$ cat config.mk
export PLATFORM = sky130hd
export DESIGN_NAME = jesd207_fifo_wr_ctrl
export DESIGN_NICKNAME = d
export VERILOG_FILES = /design/src/rtl/jesd207_fifo_wr_ctrl.sv
export SDC_FILE = /design/constraint.sdc
export NUM_CORES = 1
export LEC_CHECK = 0
export ABC_CLOCK_PERIOD_IN_PS = 9580
export CORE_MARGIN = 3
export CORE_UTILIZATION = 40
export CTS_CLUSTER_DIAMETER = 50
export DETAILED_ROUTE_END_ITERATION = 8
export HOLD_SLACK_MARGIN = 0.08
export PLACE_DENSITY_LB_ADDON = 0.05
export REMOVE_ABC_BUFFERS = 1
export SYNTH_ARGS = -nofsm -noshare
export SYNTH_HDL_FRONTEND = slang
export SYNTH_SLANG_ARGS = --single-unit
$ cat constraint.sdc
create_clock -name CLK -period 9.58 [get_ports CLK]
set_input_delay 1.437 -clock CLK [delete_from_list [all_inputs] [get_ports CLK]]
set_output_delay 1.437 -clock CLK [all_outputs]
set_load 0.02 [all_outputs]
$ cat src/rtl/jesd207_fifo_wr_ctrl.sv
// JESD207 RX write-side controller: aligns I/Q samples, packs them into RAM words, tracks WR_PTR/LEVEL.
// Define JESD207_WR_DROP_CNT_EN to add the DROP_CNT dropped-word counter output.
//
// state | meaning
// IDLE  | disabled; partial word discarded, pointers held
// HUNT  | waiting for an I sample to align on
// LOCK  | aligned; packing alternating I/Q samples into the current word
module jesd207_fifo_wr_ctrl #(
    parameter int ADDR_WID = 5,
    parameter int DATA_WID = 64,
    parameter int SAMP_WID = 12,
    parameter int PACK     = 2
) (
    input  logic                CLK,
    input  logic                RST,
    input  logic                ENABLE,
    input  logic                RX_VALID,
    input  logic                RX_FRAME,
    input  logic [SAMP_WID-1:0] RX_DATA,
    input  logic [ADDR_WID:0]   RD_PTR,
    input  logic                CLR_OVF,
    output logic                WR_EN,
    output logic [ADDR_WID-1:0] ADDR_WR,
    output logic [DATA_WID-1:0] D,
    output logic [ADDR_WID:0]   WR_PTR,
    output logic [ADDR_WID:0]   LEVEL,
    output logic                FULL,
    output logic                OVERFLOW,
    output logic                FRAME_ERR,
`ifdef JESD207_WR_DROP_CNT_EN
    output logic [15:0]         DROP_CNT,
`endif
    output logic                LOCKED
);

    localparam int NSLOT  = 2 * PACK;
    localparam int CNT_W  = (NSLOT > 2) ? $clog2(NSLOT) : 1;
    localparam int PACK_W = NSLOT * SAMP_WID;
    localparam logic [CNT_W-1:0]  LAST_SLOT = CNT_W'(NSLOT - 1);
    // Asserts while at most one word (two entries) of space remains
    localparam logic [ADDR_WID:0] FULL_THR  = (ADDR_WID + 1)'((1 << ADDR_WID) - 2);

    typedef enum logic [1:0] {IDLE, HUNT, LOCK} state_t;

    state_t              state;
    logic [CNT_W-1:0]    slot;
    logic [PACK_W-1:0]   pack_q;
    logic [PACK_W-1:0]   word_c;
    logic [ADDR_WID:0]   level_c;
    logic                want_i;
    logic                viol;
    logic                word_done;

    always_comb begin
        want_i    = ~slot[0];
        viol      = ENABLE && (state == LOCK) && RX_VALID && (RX_FRAME != want_i);
        word_done = ENABLE && (state == LOCK) && RX_VALID && !RX_FRAME && (slot == LAST_SLOT);
        level_c   = WR_PTR - RD_PTR;
        word_c    = pack_q;
        for (int k = 0; k < NSLOT; k++) begin
            if (slot == CNT_W'(k))
                word_c[k*SAMP_WID +: SAMP_WID] = RX_DATA;
        end
    end

    always_ff @(posedge CLK or posedge RST) begin
        if (RST) begin
            state     <= IDLE;
            slot      <= '0;
            pack_q    <= '0;
            WR_EN     <= 1'b0;
            ADDR_WR   <= '0;
            D         <= '0;
            FRAME_ERR <= 1'b0;
            LOCKED    <= 1'b0;
        end else begin
            WR_EN     <= 1'b0;
            FRAME_ERR <= 1'b0;
            if (!ENABLE) begin
                state  <= IDLE;
                slot   <= '0;
                LOCKED <= 1'b0;
            end else begin
                case (state)
                    IDLE: begin
                        state <= HUNT;
                        slot  <= '0;
                    end
                    HUNT: begin
                        if (RX_VALID && RX_FRAME) begin
                            pack_q <= word_c;
                            slot   <= CNT_W'(1);
                            state  <= LOCK;
                            LOCKED <= 1'b1;
                        end
                    end
                    LOCK: begin
                        if (viol) begin
                            FRAME_ERR <= 1'b1;
                            state     <= HUNT;
                            slot      <= '0;
                            LOCKED    <= 1'b0;
                        end else if (word_done) begin
                            slot <= '0;
                            if (!FULL) begin
                                WR_EN   <= 1'b1;
                                D       <= DATA_WID'(word_c);
                                ADDR_WR <= WR_PTR[ADDR_WID-1:0];
                            end
                        end else if (RX_VALID) begin
                            pack_q <= word_c;
                            slot   <= slot + CNT_W'(1);
                        end
                    end
                    default: begin
                        state  <= IDLE;
                        slot   <= '0;
                        LOCKED <= 1'b0;
                    end
                endcase
            end
        end
    end

    // The RAM fills two entries per strobe, so the pointer steps by 2
    always_ff @(posedge CLK or posedge RST) begin
        if (RST) begin
            WR_PTR   <= '0;
            LEVEL    <= '0;
            FULL     <= 1'b0;
            OVERFLOW <= 1'b0;
        end else begin
            if (WR_EN)
                WR_PTR <= WR_PTR + (ADDR_WID + 1)'(2);
            LEVEL <= level_c;
            FULL  <= (level_c >= FULL_THR);
            if (word_done && FULL)
                OVERFLOW <= 1'b1;
            else if (CLR_OVF)
                OVERFLOW <= 1'b0;
        end
    end

`ifdef JESD207_WR_DROP_CNT_EN
    always_ff @(posedge CLK or posedge RST) begin
        if (RST)
            DROP_CNT <= '0;
        else if (word_done && FULL)
            DROP_CNT <= CLR_OVF ? 16'd1 :
                        (DROP_CNT == 16'hFFFF) ? DROP_CNT : DROP_CNT + 16'd1;
        else if (CLR_OVF)
            DROP_CNT <= '0;
    end
`endif

endmodule

# ---- Word-level counts from Yosys, hierarchy flattened
# Cells that the tools add are included.
dict set report totals {
  register_bits 122
  latchBits 0
  ram_bits 0
  mem_bits_ro 0
  inputBits 24
  output_inout_bits 86
  wordCells 83
  n_memories 0
}
dict set report op_classes {
  n_addsub 3
  mul 0
  n_div 0
  magnitude_cmp 1
  eq_ne 14
  n_shift 0
  mux 33
  bitwise_logic 3
  n_reduce_logical 17
}
# cell count
set ops {}
lappend ops {{48-bit 2-to-1 mux} 4}
lappend ops {{48-bit case mux with 2 select lines} 1}
lappend ops {{12-bit 2-to-1 mux} 4}
lappend ops {{2-bit 2-to-1 mux} 8}
lappend ops {{1-bit 2-to-1 mux} 13}
lappend ops {{2-bit inequality test, second input constant} 5}
lappend ops {{1-bit logical AND} 7}
lappend ops {{6-bit by 2-bit adder with 6-bit output, second input constant} 1}
lappend ops {{2-bit == test, second input constant} 3}
lappend ops {{6-bit by 5-bit >= comparator with 1-bit output, second input constant} 1}
lappend ops {{3-bit inequality test, second input constant} 2}
lappend ops {{2-bit case mux with 3 select lines} 1}
lappend ops {{6-bit AND reduction} 1}
lappend ops {{6-bit subtractor} 1}
lappend ops {{5-bit inequality test, second input constant} 1}
lappend ops {{5-bit AND reduction} 1}
lappend ops {{2-bit by 1-bit == test with 1-bit output, second input constant} 2}
lappend ops {{2-bit logical NOT} 2}
lappend ops {{2-bit case mux with 2 select lines} 1}
lappend ops {{2-bit AND reduction} 2}
lappend ops {{2-bit nonzero test} 2}
lappend ops {{1-bit NOT} 3}
lappend ops {{1-bit case mux with 3 select lines} 1}
lappend ops {{3-bit AND reduction} 1}
lappend ops {{other kinds (3)} 3}

# ---- Longest topological paths before layout
# Gate-level depths: netlist (run 1).
dict set report depth {
  word_depth 9
  mapped_depth 9
  depth_no_buf 7
}

# ---- Least setup slack after synthesis (run 1)
# No wires, ideal clock.
dict set report synth_timing {
  path_kind {input to register}
  start {in RX_FRAME}
  end {reg pack_q[36]}
  setup_ns 0.125
  arrival_ns 2.934
  t_required_ns 9.455
  setup_slack_ns 6.521
  path_stages 7
  n_path_buf 2
  path_cell_list {buf_6 nand2b_1 a211o_1 a221oi_4 nand2_2 buf_6 mux2_4}
}
dict set report synth_via {
  elab_chain_len 5
  elab_cells_between_ends 10
  classes_between {eq/ne: 4; reduce/logical: 6}
}
# item line
set synth_lines {}
lappend synth_lines {{start, declared} 18} ;# input logic RX_FRAME,
lappend synth_lines {{1-bit logical NOT} 57} ;# word_done = ENABLE && (state == LOCK) && RX_VALID && !RX_FRAME && (slot == LAST_SLOT);
lappend synth_lines {{1-bit logical AND (2 in series)} 57}
lappend synth_lines {{2-bit inequality test (no line)} -}
lappend synth_lines {{6-bit AND reduction (no line) (*)} -}
lappend synth_lines {{end signal, assigned} 91} ;# pack_q <= word_c;
lappend synth_lines {{end signal, assigned} 111} ;# pack_q <= word_c;
lappend synth_lines {{end, declared} 47} ;# logic [PACK_W-1:0] pack_q;
# Every way passes the cells marked *; elsewhere a longest branch is shown, timed or not.
# A chain may end at the register's enable or synchronous reset.

# ---- Worst setup path after layout (run 1)
dict set report layout_timing {
  start {in RX_VALID}
  end {reg ADDR_WR[2]}
}
dict set report layout_via {
  elab_chain_len 4
  elab_cells_between_ends 6
  classes_between {bitwise: 1; reduce/logical: 5}
}
# item line
set layout_lines {}
lappend layout_lines {{start, declared} 17} ;# input logic RX_VALID,
lappend layout_lines {{1-bit logical AND (*)} {56, 57}}
lappend layout_lines {{1-bit logical AND (on tied branches)} {57, 56}}
lappend layout_lines {{1-bit logical AND or 1-bit NOT (tied branches)} -}
lappend layout_lines {{5-bit AND reduction (no line) (*)} -}
lappend layout_lines {{end signal, assigned} 108} ;# ADDR_WR <= WR_PTR[ADDR_WID-1:0];
lappend layout_lines {{end, declared} 23} ;# output logic [ADDR_WID-1:0] ADDR_WR,
# Marks and branches as above.

==> reports/results.ini, run 1 <==
[worst_setup_path]
crit_type=in2reg
worstReg2RegEnd=ADDR_WR[2]$_DFFE_PP0P_
cp_max_fo=101
cp.arrival_ns=3.83
cp.required_ns=9.87
cp-end-kind=register
timing.rr.start=slot[0]$_DFFE_PP0P_
r2r_setup_slack_ns=6.34
cp-startpoint=RX_VALID
r2r_cells=5
cp-start-kind=primary input
crit_path_end=ADDR_WR[2]$_DFFE_PP0P_

[finish]
layout-drive-gt1-share_pct=15.8
final_common_cell=dfrtp_1
diodes=0
final_cell_mix=dfrtp_1 (120), clkdlybuf4s50_1 (91), a21oi_1 (54), nor2_1 (53), mux2i_1 (48)
area_delta_synth_final_pct=26.5
fillCellCount=1194
nets=588
fin_util_pct=52.8

[route]
vias=3595
routed_wl_mm=11.8
via_per_inst=4.87
wl_per_cell_um=16.1
drc=0
drtIter0Drc=194
ant_nets=0
firstDrtPassIters=5

[floorplanning]
die_w_um=125
coreArea_mm2=0.0135
initial_core_util_pct=41.7
num_rows=42
design.die.area_mm2=0.0155
ios=110
die_h_um=125

[yosys]
synth.mux.area_fraction_pct=22.0
synth_compound_area_share_pct=7.26
synthXorXnorAreaFrac_pct=1.55
syn_area_per_cell_um2=12.1
synth_edf_count=0
yosys.area_share.adder_pct=3.24
netlist_area_mm2=0.00564
yosysUniqueCellTypes=37
synthSimpleGateAreaFrac_pct=6.51
synthCells=464
synth_top_area_cell=dfrtp_1
netlist_top_cells_area=dfrtp_1 (53%), mux2_4 (11%), mux2i_1 (8.5%), a21oi_1 (4.8%), nor2_1 (3.5%)
synth_seq_cells=120
ys_seq_area_share_pct=53.3
synth_top_family_by_area=multiplexers
dominantRegCellSynth=dfrtp_1
yosys_warnings=0
synthArstFlopShare_pct=100
synth_top_area_share_pct=53.3

[clocking]
cts_hold_buffers=0
tritoncts=built
postCtsSetupBuffers=0
post_cts_resize_count=0
cts_buffer_depth=2
cts_max_level=4
cts_sinks=120
numCtsBuffers=17
cts.clk_slew.worst_paths_ns=0.05
clk_latency_ns=0.41
clock-root-buffer=clkbuf_16

[timing]
clock_skew_ns=0.00532
rsz0062_at_grt=false
fin_crit_ns=3.54
slew_viol_final=0
period_share_pct=36.9
timing_hold_violations_final=0
finalSetupTns_ns=0
max_clock_freq_mhz=283
setup_slack_ns=6.04
relSlewSlack_pct=30.8
setup_viol=0
worst_pin_slew_ns=1.04

[power]
leakage_nw=3.39
total_power_mw=1.35
vdd_drop_max_mv=0.106
power.density_mw_per_mm2=190

[place]
hpwl_mm=7.56
dp_slack_ns=5.64
io_buffers=91
place_congestion=0.733

[global_routing]
antenna_found_initial=0
grt-ovfl-total=0
grt_pass1_vias=3790
grt_use_total_pct=16.2
grt_pass1_wl_mm=20.0
grt_max_degree=102

[worst_hold_path]
hp-class=reg2reg
hold_start=pack_q[35]$_DFFE_PP0P_

[job]
maxCapViolCount=0

[outcome]
status=finished clean

## final cells by class
class                           instances  area, um^2  area share, %
Tap cell                              176         220           3.09
Sequential cell                       120        3000           42.1
Multi-Input combinational cell        299        2360           33.1
Clock buffer                           22         474           6.65
Timing Repair Buffer                   93         926           13.0
Clock inverter                          9        75.1           1.05
Inverter                               19        73.8           1.04
## flip-flops by register name (all words and copies together) (netlist names)
register	flops
LEVEL	6
LOCKED	1
WR_PTR	5
pack_q	48
state	2
FULL	1
slot	2
WR_EN	1
ADDR_WR	4
OVERFLOW	1
D	48
FRAME_ERR	1
## layer usage
metal | track usage [%] | up-vias | wire length, um
met3 | 4.42 | 13 | 442
li1 | - | 1732 | -
met4 | 6.00 | 0 | 176
met5 | 0 | - | 0
met1 | 21.1 | 1779 | 5490
met2 | 25.8 | 71 | 5740
## critical path: stages
cell and delay [ns]:
clkdlybuf4s50_1 0.62, nor2b_1 0.21, nand4_1 0.16, nor3_2 0.17, buf_4 0.79, mux2_2 0.42
## how the worst min path moves through the flow
| stage | slack, ns | cells after the start | endpoint |
|---|---|---|---|
| global route | 0.51 | 1 | pack_q[34]$_DFFE_PP0P_ |
| CTS | 0.49 | 1 | pack_q[35]$_DFFE_PP0P_ |
| global placement | 0.48 | 1 | pack_q[35]$_DFFE_PP0P_ |
| detailed placement | 0.48 | 1 | pack_q[35]$_DFFE_PP0P_ |
| finish | 0.49 | 1 | pack_q[35]$_DFFE_PP0P_ |
| floorplan | 0.46 | 1 | pack_q[22]$_DFFE_PP0P_ |
## kinds of logic (layout without fill, tap and decap cells)
| group | count (synthesis) | after routing |
|---|---|---|
| xor gates and xnor gates | 10 | 10 |
| other | 1 | 18 |
| DFF | 120 | 120 |
| buffers and inverters | 62 | 143 |
| and+or+nand+nor | 83 | 83 |
| muxes | 102 | 102 |
| adders and majority gates | 14 | 14 |
| AOI/OAI and AO/OA | 72 | 72 |
## report_power, final
part / internal, mW / switching [mW] / leakage (nW) / total [mW]
clock: 0.372 / 0.216 / 0.271 / 0.588
combinational: 0.100 / 0.0882 / 1.49 / 0.189
sequential: 0.551 / 0.0258 / 1.63 / 0.577
## cell usage after synthesis (all sizes together), types with 3 or more instances
| cell | n |
|---|---|
| nor3 | 4 |
| mux2i | 48 |
| buf | 29 |
| o21ai | 7 |
| xor2 | 3 |
| o22ai | 3 |
| dfrtp | 120 |
| nor2 | 53 |
| nor2b | 5 |
| ha | 13 |
| a21oi | 54 |
| clkbuf | 14 |
| nand2b | 3 |
| xnor2 | 7 |
| inv | 19 |
| nand2 | 11 |
| mux2 | 54 |
| nand4 | 4 |
## per-stage QoR
step	std cells	hold WS (ns)	area (um^2)
after floorplan	438	0.464	5430
after global placement	707	0.475	6580
after detailed placement	707	0.481	6580
after CTS	738	0.493	7130
after global routing	738	0.507	7130
final	738	0.489	7130
(Power assumes the default switching activity.)
==> run 2: changes to the inputs <==
- ABC_CLOCK_PERIOD_IN_PS: 9580 -> 2930
- clock period: 9.58 -> 2.93 ns (I/O delays scaled with it)
==> run 2 against run 1 <==
Clock-buffer cell count unchanged. First-iteration DRC count decreased by 3.1%. Clock skew grew 0.0070 ns. Sequential share of layout area decreased by 1.0 points. Routed wire length grew 3.1%. Combinational power rose to 3.3 times the previous value. Non-clock buffer count is 10 higher. Worst setup slack got worse by 5.6 ns. Via count increased by 0.39%.
==> reports/results.ini, run 2 (synthesis results as in run 1) <==
[outcome]
status=finished clean

[route]
drtIter0Drc=188
wl_per_cell_um=16.3
drc=0
vias=3609
routed_wl_mm=12.2
firstDrtPassIters=4
ant_nets=0
via_per_inst=4.82

[timing]
period_share_pct=86.4
finalSetupTns_ns=0
worst_pin_slew_ns=0.611
relSlewSlack_pct=59.3
rsz0062_at_grt=false
setup_viol=0
setup_slack_ns=0.397
whs_ns=0.472
max_clock_freq_mhz=395
slew_viol_final=0
clock_skew_ns=0.0123
timing_hold_violations_final=0
fin_crit_ns=2.53

[power]
p_clk_share_pct=46.6
p_int_mw=3.59
p_seq_share_pct=40.1
switching_power_mw=1.10
vdd_drop_max_mv=0.346
swShare_pct=23.5
total_power_mw=4.69
p_comb_share_pct=13.3
leakage_nw=3.48
power.density_mw_per_mm2=642

[finish]
seq_area_mm2=0.00300
nets=598
multi_input_area_mm2=0.00236
fin_util_pct=54.1
final_common_cell=dfrtp_1
layout.cells.non_filler=748
layout-drive-gt1-share_pct=17.1
final_cell_mix=dfrtp_1 (120), clkdlybuf4s50_1 (91), a21oi_1 (54), nor2_1 (53), mux2i_1 (48)
fin_area_mm2=0.00730
fillCellCount=1188
reg.largest.list=D x48, pack_q x48, LEVEL x6
area_delta_synth_final_pct=29.6
diodes=0

[clocking]
cts_sinks=120
cts_max_level=4
cts.clk_slew.worst_paths_ns=0.05
clk_latency_ns=0.42
post_cts_resize_count=0
tritoncts=built
postCtsSetupBuffers=0
clock-root-buffer=clkbuf_16
numCtsBuffers=17
cts_buffer_depth=2
cts_hold_buffers=0

[global_routing]
antenna_found_initial=0
grt_pass1_vias=3736
grt_max_degree=57
grt_use_total_pct=16.6
grt_pass1_wl_mm=20.5
grt-ovfl-total=0

[floorplanning]
ios=110
coreArea_mm2=0.0135
design.die.area_mm2=0.0155
die_w_um=125
die_h_um=125
num_rows=42
initial_core_util_pct=41.7

[worst_setup_path]
cp.required_ns=3.22
cp.arrival_ns=2.83
r2r_setup_slack_ns=0.40
crit_type=reg2reg
cp-end-kind=register
cp_max_fo=12
cp-start-kind=register

[worst_hold_path]
hp-class=in2async

[place]
place_congestion=0.799
io_buffers=91
hpwl_mm=8.14
dp_slack_ns=0.0721
placed_area_mm2=0.00669
dp_cells=717

[job]
maxCapViolCount=0

## run 2: per-layer routing
metal,track usage [%],share of wire (%),vias to the layer above
met2,25.6,46,85
met1,22.5,48,1768
met3,4.50,4.1,13
met4,6.00,1.4,0
met5,0,0,-
li1,-,-,1743
## run 2: area by class of cell
class	count	share of cell area, %
sequential	120	41.1
multi-input combinational	299	32.3
clock buffer	22	6.35
tap	176	3.01
inverter	19	1.01
clock inverter	9	2.02
timing repair buffer	103	14.2
## run 2: critical path, stage by stage, from the launching register on
cell and delay, ns:
dfrtp_1 0.38, inv_1 0.12, ha_1 0.36, inv_1 0.12, a211o_1 0.27, a221oi_4 0.40
nand2_2 0.35, mux2_1 0.41
## run 2: final timing paths
kind,startpoint,endpoint,depth (start not counted)
worst max-delay path,state[0]$_DFFE_PP0P_,pack_q[46]$_DFFE_PP0P_,7
worst min-delay path,RST,OVERFLOW$_DFFE_PP0P_,2
worst max register to register,state[0]$_DFFE_PP0P_,pack_q[46]$_DFFE_PP0P_,7
worst min register to register,pack_q[34]$_DFFE_PP0P_,pack_q[34]$_DFFE_PP0P_,1
max in group asynchronous,RST,D[12]$_DFFE_PP0P_,3
min in group CLK,pack_q[34]$_DFFE_PP0P_,pack_q[34]$_DFFE_PP0P_,1
## run 2: power by group through the flow
stage	clock (mW)	sequential (mW)	combinational [mW]
4_1_cts	2.23	1.88	0.633
3_3_place_gp	0	1.91	0.615
5_1_grt	2.30	1.90	0.684
6_report	2.19	1.88	0.624
3_5_place_dp	0	1.91	0.626
2_1_floorplan	0	1.90	0.453
